===== src/rtl/tick_pkg.sv =====
// Shared types and helpers for the multi-channel tick generator.
package tick_pkg;

    typedef enum logic {
        MODE_PERIODIC = 1'b0,
        MODE_ONESHOT  = 1'b1
    } tick_mode_e;

    localparam int TICK_W_DEF = 20;

    // A divisor of zero has no meaningful period, so it behaves as divide-by-one.
    function automatic logic [31:0] sat_div(input logic [31:0] div);
        return (div == 32'd0) ? 32'd1 : div;
    endfunction

endpackage


===== src/rtl/tick_chan.sv =====
// One tick channel: up-counter with terminal-count decode, run control and
// a pending divisor/mode slot that is promoted only at period boundaries.
module tick_chan
    import tick_pkg::*;
#(
    parameter int W       = TICK_W_DEF,
    parameter int DEF_DIV = 1_000_000
) (
    input  logic         clk,
    input  logic         rst,
    input  logic         cfg_we,
    input  logic [W-1:0] cfg_div,
    input  logic         cfg_mode,
    input  logic         start,
    input  logic         stop,
    input  logic         sync,
    output logic         tick,
    output logic         active
);

    logic [W-1:0] count;
    logic [W-1:0] div;
    logic [W-1:0] div_pend;
    logic [W-1:0] nx_div;
    tick_mode_e   mode;
    tick_mode_e   mode_pend;
    tick_mode_e   nx_mode;
    logic         pend_v;
    logic         nx_pv;
    logic         terminal;
    logic         promote;

    // A write in the same cycle as a period boundary is promoted directly.
    always_comb begin
        terminal = active && (count == (div - W'(1)));
        nx_pv    = cfg_we || pend_v;
        nx_div   = cfg_we ? W'(sat_div(32'(cfg_div))) : div_pend;
        nx_mode  = cfg_we ? tick_mode_e'(cfg_mode) : mode_pend;
        promote  = nx_pv && (!active || start || stop || sync || terminal);
    end

    assign tick = terminal;

    always_ff @(posedge clk or negedge rst) begin
        if (!rst) begin
            count     <= '0;
            active    <= 1'b0;
            div       <= W'(DEF_DIV);
            mode      <= MODE_PERIODIC;
            div_pend  <= '0;
            mode_pend <= MODE_PERIODIC;
            pend_v    <= 1'b0;
        end else begin
            if (stop) begin
                active <= 1'b0;
                count  <= '0;
            end else if (start) begin
                active <= 1'b1;
                count  <= '0;
            end else if (active) begin
                if (sync || terminal) begin
                    count <= '0;
                end else begin
                    count <= count + W'(1);
                end
                // A tick shown alongside sync was still issued, so one-shot ends here.
                if (terminal && (mode == MODE_ONESHOT)) begin
                    active <= 1'b0;
                end
            end

            if (promote) begin
                div    <= nx_div;
                mode   <= nx_mode;
                pend_v <= 1'b0;
            end else if (cfg_we) begin
                div_pend  <= nx_div;
                mode_pend <= nx_mode;
                pend_v    <= 1'b1;
            end
        end
    end

    a_count_in_range: assert property (@(posedge clk) disable iff (!rst) count < div);

endmodule


===== src/rtl/tick_gen_multi.sv =====
// Multi-channel programmable tick generator: decodes the config address into
// per-channel write strobes and fans sync out to every channel.
module tick_gen_multi
    import tick_pkg::*;
#(
    parameter int  NCH     = 4,
    parameter int  W       = TICK_W_DEF,
    parameter int  DEF_DIV = 1_000_000,
    localparam int CW      = (NCH > 1) ? $clog2(NCH) : 1
) (
    input  logic           clk,
    input  logic           rst,
    input  logic           cfg_we,
    input  logic [CW-1:0]  cfg_ch,
    input  logic [W-1:0]   cfg_div,
    input  logic           cfg_mode,
    input  logic [NCH-1:0] start,
    input  logic [NCH-1:0] stop,
    input  logic           sync,
    output logic [NCH-1:0] tick,
    output logic [NCH-1:0] active
);

    // Addresses at or above NCH match no channel and are dropped.
    for (genvar i = 0; i < NCH; i++) begin : g_chan
        logic we_ch;

        assign we_ch = cfg_we && (int'(cfg_ch) == i);

        tick_chan #(
            .W       (W),
            .DEF_DIV (DEF_DIV)
        ) u_chan (
            .clk      (clk),
            .rst      (rst),
            .cfg_we   (we_ch),
            .cfg_div  (cfg_div),
            .cfg_mode (cfg_mode),
            .start    (start[i]),
            .stop     (stop[i]),
            .sync     (sync),
            .tick     (tick[i]),
            .active   (active[i])
        );
    end

endmodule


===== config.mk =====
export PLATFORM = sky130hd
export DESIGN_NAME = tick_gen_multi
export DESIGN_NICKNAME = d
export VERILOG_FILES = /design/src/rtl/tick_pkg.sv /design/src/rtl/tick_chan.sv /design/src/rtl/tick_gen_multi.sv
export SDC_FILE = /design/constraint.sdc
export NUM_CORES = 1
export LEC_CHECK = 0
export ABC_AREA = 1
export CORE_ASPECT_RATIO = 1.4
export CORE_MARGIN = 2
export CORE_UTILIZATION = 35
export CTS_CLUSTER_SIZE = 14
export DETAILED_ROUTE_END_ITERATION = 6
export GPL_ROUTABILITY_DRIVEN = 0
export SYNTH_ARGS = -nofsm -noshare
export SYNTH_HDL_FRONTEND = slang
export SYNTH_SLANG_ARGS = --single-unit

===== constraint.sdc =====
create_clock -name clk -period 5.1 [get_ports clk]
set_input_delay 0.765 -clock clk [delete_from_list [all_inputs] [get_ports clk]]
set_output_delay 0.765 -clock clk [all_outputs]
set_load 0.05 [all_outputs]

==> results.json <==
{
  "clock_skew_ps": 23.5,
  "antenna_found_initial": 0,
  "postCtsSetupRepairBufs": 0,
  "numCtsBuffers": 28,
  "dp_hpwl_microns": 33500,
  "h-tree-depth": 1,
  "post-place-ws_ps": 1420,
  "antennaDiodeCount": 0,
  "num_vias": 15000,
  "finalPower_w": 0.00640,
  "worst_ep_required_time_ps": 4340,
  "clkSinkCount": 256,
  "wl_per_cell_microns": 15.8,
  "status": "completed",
  "placedCellCount": 2876,
  "initial_core_util_pct": 35.3,
  "final.setup.tns_ps": 0,
  "fin_ws_ps": 780,
  "synth_edf_count": 0,
  "max_freq_ghz": 0.231,
  "syn-num-nets": 2335,
  "path_clk_slew_ps": 60,
  "syn_area_sq_um": 16200,
  "drv_slew": 0,
  "cts_tree": "yes",
  "synth_top_cells_by_count": "nand2_1 (788), dfrtp_1 (228), inv_1 (206)",
  "rows": 93,
  "maxCapViolations": 0,
  "min_period_over_period_pct": 84.7,
  "rsz0062_at_grt": "no",
  "numPortBuffers": 42,
  "detailedRoute.firstPassIterationCount": 5,
  "core_area_sq_um": 45800,
  "synth.top_cell.area_share_pct": 35.2,
  "worstSkewPairLatency_ps": 580,
  "area_delta_synth_final_pct": 11.0,
  "p_per_area_nw_per_um2": 356,
  "die-area_sq_um": 48000,
  "route.detailed.drc": 0,
  "synthArstFlopShare_pct": 100,
  "crit_type": "reg -> out",
  "ant_nets": 0,
  "period_minus_slack_ps": 4320,
  "final_nets": 2332,
  "drt-vias-per-instance": 5.13,
  "die_x_microns": 186,
  "grt_pass1_wl_microns": 75500,
  "arrival_ps": 3550,
  "fillers": 4828,
  "end_kind": "output pin",
  "layout-drive-gt1-share_pct": 6.58,
  "slew_headroom_pct": 14.5,
  "cts_hold_buffers": 0,
  "final_cells": 2928,
  "grt_remaining_overflow": 0,
  "grt_max_degree": 92,
  "yosysWarningCount": 0,
  "leakage_nw": 8.59,
  "hold_violations": 0,
  "die_h_microns": 259,
  "ctsResizeCount": 0,
  "post_synth.cell_area_avg_sq_um": 7.07,
  "grt_usage_pct": 19.4,
  "utilization_pct": 39.2,
  "hp-class": "in -> async",
  "setup_viol": 0,
  "totalWireLength_microns": 46300,
  "start_kind": "register",
  "yosysMostFrequentCell": "nand2_1",
  "synth_cell_types": 38,
  "ys_ff_latch": 256,
  "netlist_top_cells_area": "dfrtp_1 (35%), nand2_1 (18%), nand3_1 (6.1%)",
  "synth_top_area_cell": "dfrtp_1",
  "drt_iter0_markers": 1057,
  "synthFlopType": "dfrtp_1",
  "grt_pass1_vias": 14400,
  "clock-root-buffer": "clkbuf_16",
  "crit_fanout": 25,
  "clockBufferDepth": 3,
  "synthCells": 2292,
  "ir_drop_uv": 250,
  "yosysSeqAreaShare_pct": 39.8,
  "ioPinCount": 43,
  "worstMarginPinSlew_ps": 1270
}
==> final cells by class <==
cell class	instances	area, sq um	share of cell area (%)
Clock inverter	10	119	0.661
Inverter	215	807	4.49
Sequential cell	256	6440	35.8
Tap cell	617	772	4.29
Timing Repair Buffer	61	581	3.23
Multi-Input combinational cell	1727	8400	46.7
Clock buffer	42	853	4.75
==> critical path, cell delays in order (launching register included) <==
cell and delay [ps]:
dfrtp_1 410, inv_1 170, ha_1 250, nand2_1 130
nor2_1 250, nand2_1 90, nand3_1 90, nand2_1 60
nor2_1 100, nand2_1 60, nor2_1 160, nand3_2 90
buf_4 230, inv_1 80, clkdlybuf4s50_1 790
==> logic make-up after synthesis <==
logic type | after synthesis | synth area share (%)
mux | 2 | 0.124
buf+inv | 309 | 8.49
fa+ha+maj | 8 | 0.618
simple gates | 1380 | 37.2
flops | 256 | 39.8
compound gates | 217 | 7.33
xor+xnor | 120 | 6.49
==> registers in the layout (all words and copies together), names as in the netlist <==
signal,count
g_chan.u_chan.count,80
g_chan.u_chan.div,80
g_chan.u_chan.mode_pend,4
g_chan.u_chan.mode,4
g_chan.u_chan.active,4
g_chan.u_chan.div_pend,80
g_chan.u_chan.pend_v,4
==> layer usage <==
| layer | vias to the layer above | global-route usage (%) | wire length [microns] |
|---|---|---|---|
| li1 | 7451 | - | - |
| met1 | 7085 | 24.1 | 19000 |
| met2 | 369 | 34.2 | 23500 |
| met3 | 102 | 1.94 | 1970 |
| met4 | 0 | 7.92 | 1750 |
| met5 | - | 0 | 0 |
==> final timing paths <==
kind,startpoint,end,slack [ps],cells past startpoint
worst max-delay path,g_chan[2].u_chan.div[0],tick[2],780,14
worst min-delay path,rst,g_chan[1].u_chan.count[8],200,1
worst max register to register,g_chan[1].u_chan.div[0],g_chan[1].u_chan.div_pend[5],1760,16
worst min register to register,g_chan[1].u_chan.div_pend[12],g_chan[1].u_chan.div_pend[12],470,2
max in group asynchronous,rst,g_chan[0].u_chan.div[15],3840,2
min in group clk,g_chan[1].u_chan.div_pend[12],g_chan[1].u_chan.div_pend[12],470,2
==> per-stage QoR <==
step                      hold WS [ps]  area (sq um)
after global routing               245         18000
after CTS                          226         18000
final                              202         18000
after floorplan                    442         16200
after detailed placement           459         17000
after global placement             454         17000
==> power breakdown <==
| part | leakage (nW) | internal [W] | switching, W | total [W] |
|---|---|---|---|---|
| sequential | 3.40 | 0.00224 | 0.000203 | 0.00244 |
| clock | 0.473 | 0.00126 | 0.000883 | 0.00214 |
| combinational | 4.71 | 0.000621 | 0.00119 | 0.00182 |
| total | 8.59 | 0.00412 | 0.00228 | 0.00640 |
==> placed cells by master (no fill, tap or decap), types with 18 or more instances in the layout <==
| cell | synthesis | routed |
|---|---|---|
| nor2_1 | 186 | 186 |
| nand4_1 | 101 | 101 |
| xnor2_1 | 26 | 26 |
| nand2_1 | 788 | 788 |
| nand3_1 | 196 | 196 |
| dfrtp_1 | 228 | 228 |
| dfstp_2 | 28 | 28 |
| o21ai_0 | 104 | 104 |
| o22ai_1 | 62 | 62 |
| clkbuf_16 | 0 | 28 |
| inv_1 | 206 | 206 |
| clkdlybuf4s50_1 | 0 | 41 |
| xor2_1 | 94 | 94 |
| o21ai_1 | 24 | 24 |
| buf_4 | 24 | 18 |
| nor3_1 | 28 | 26 |
Power figures use the tool's default switching activity.
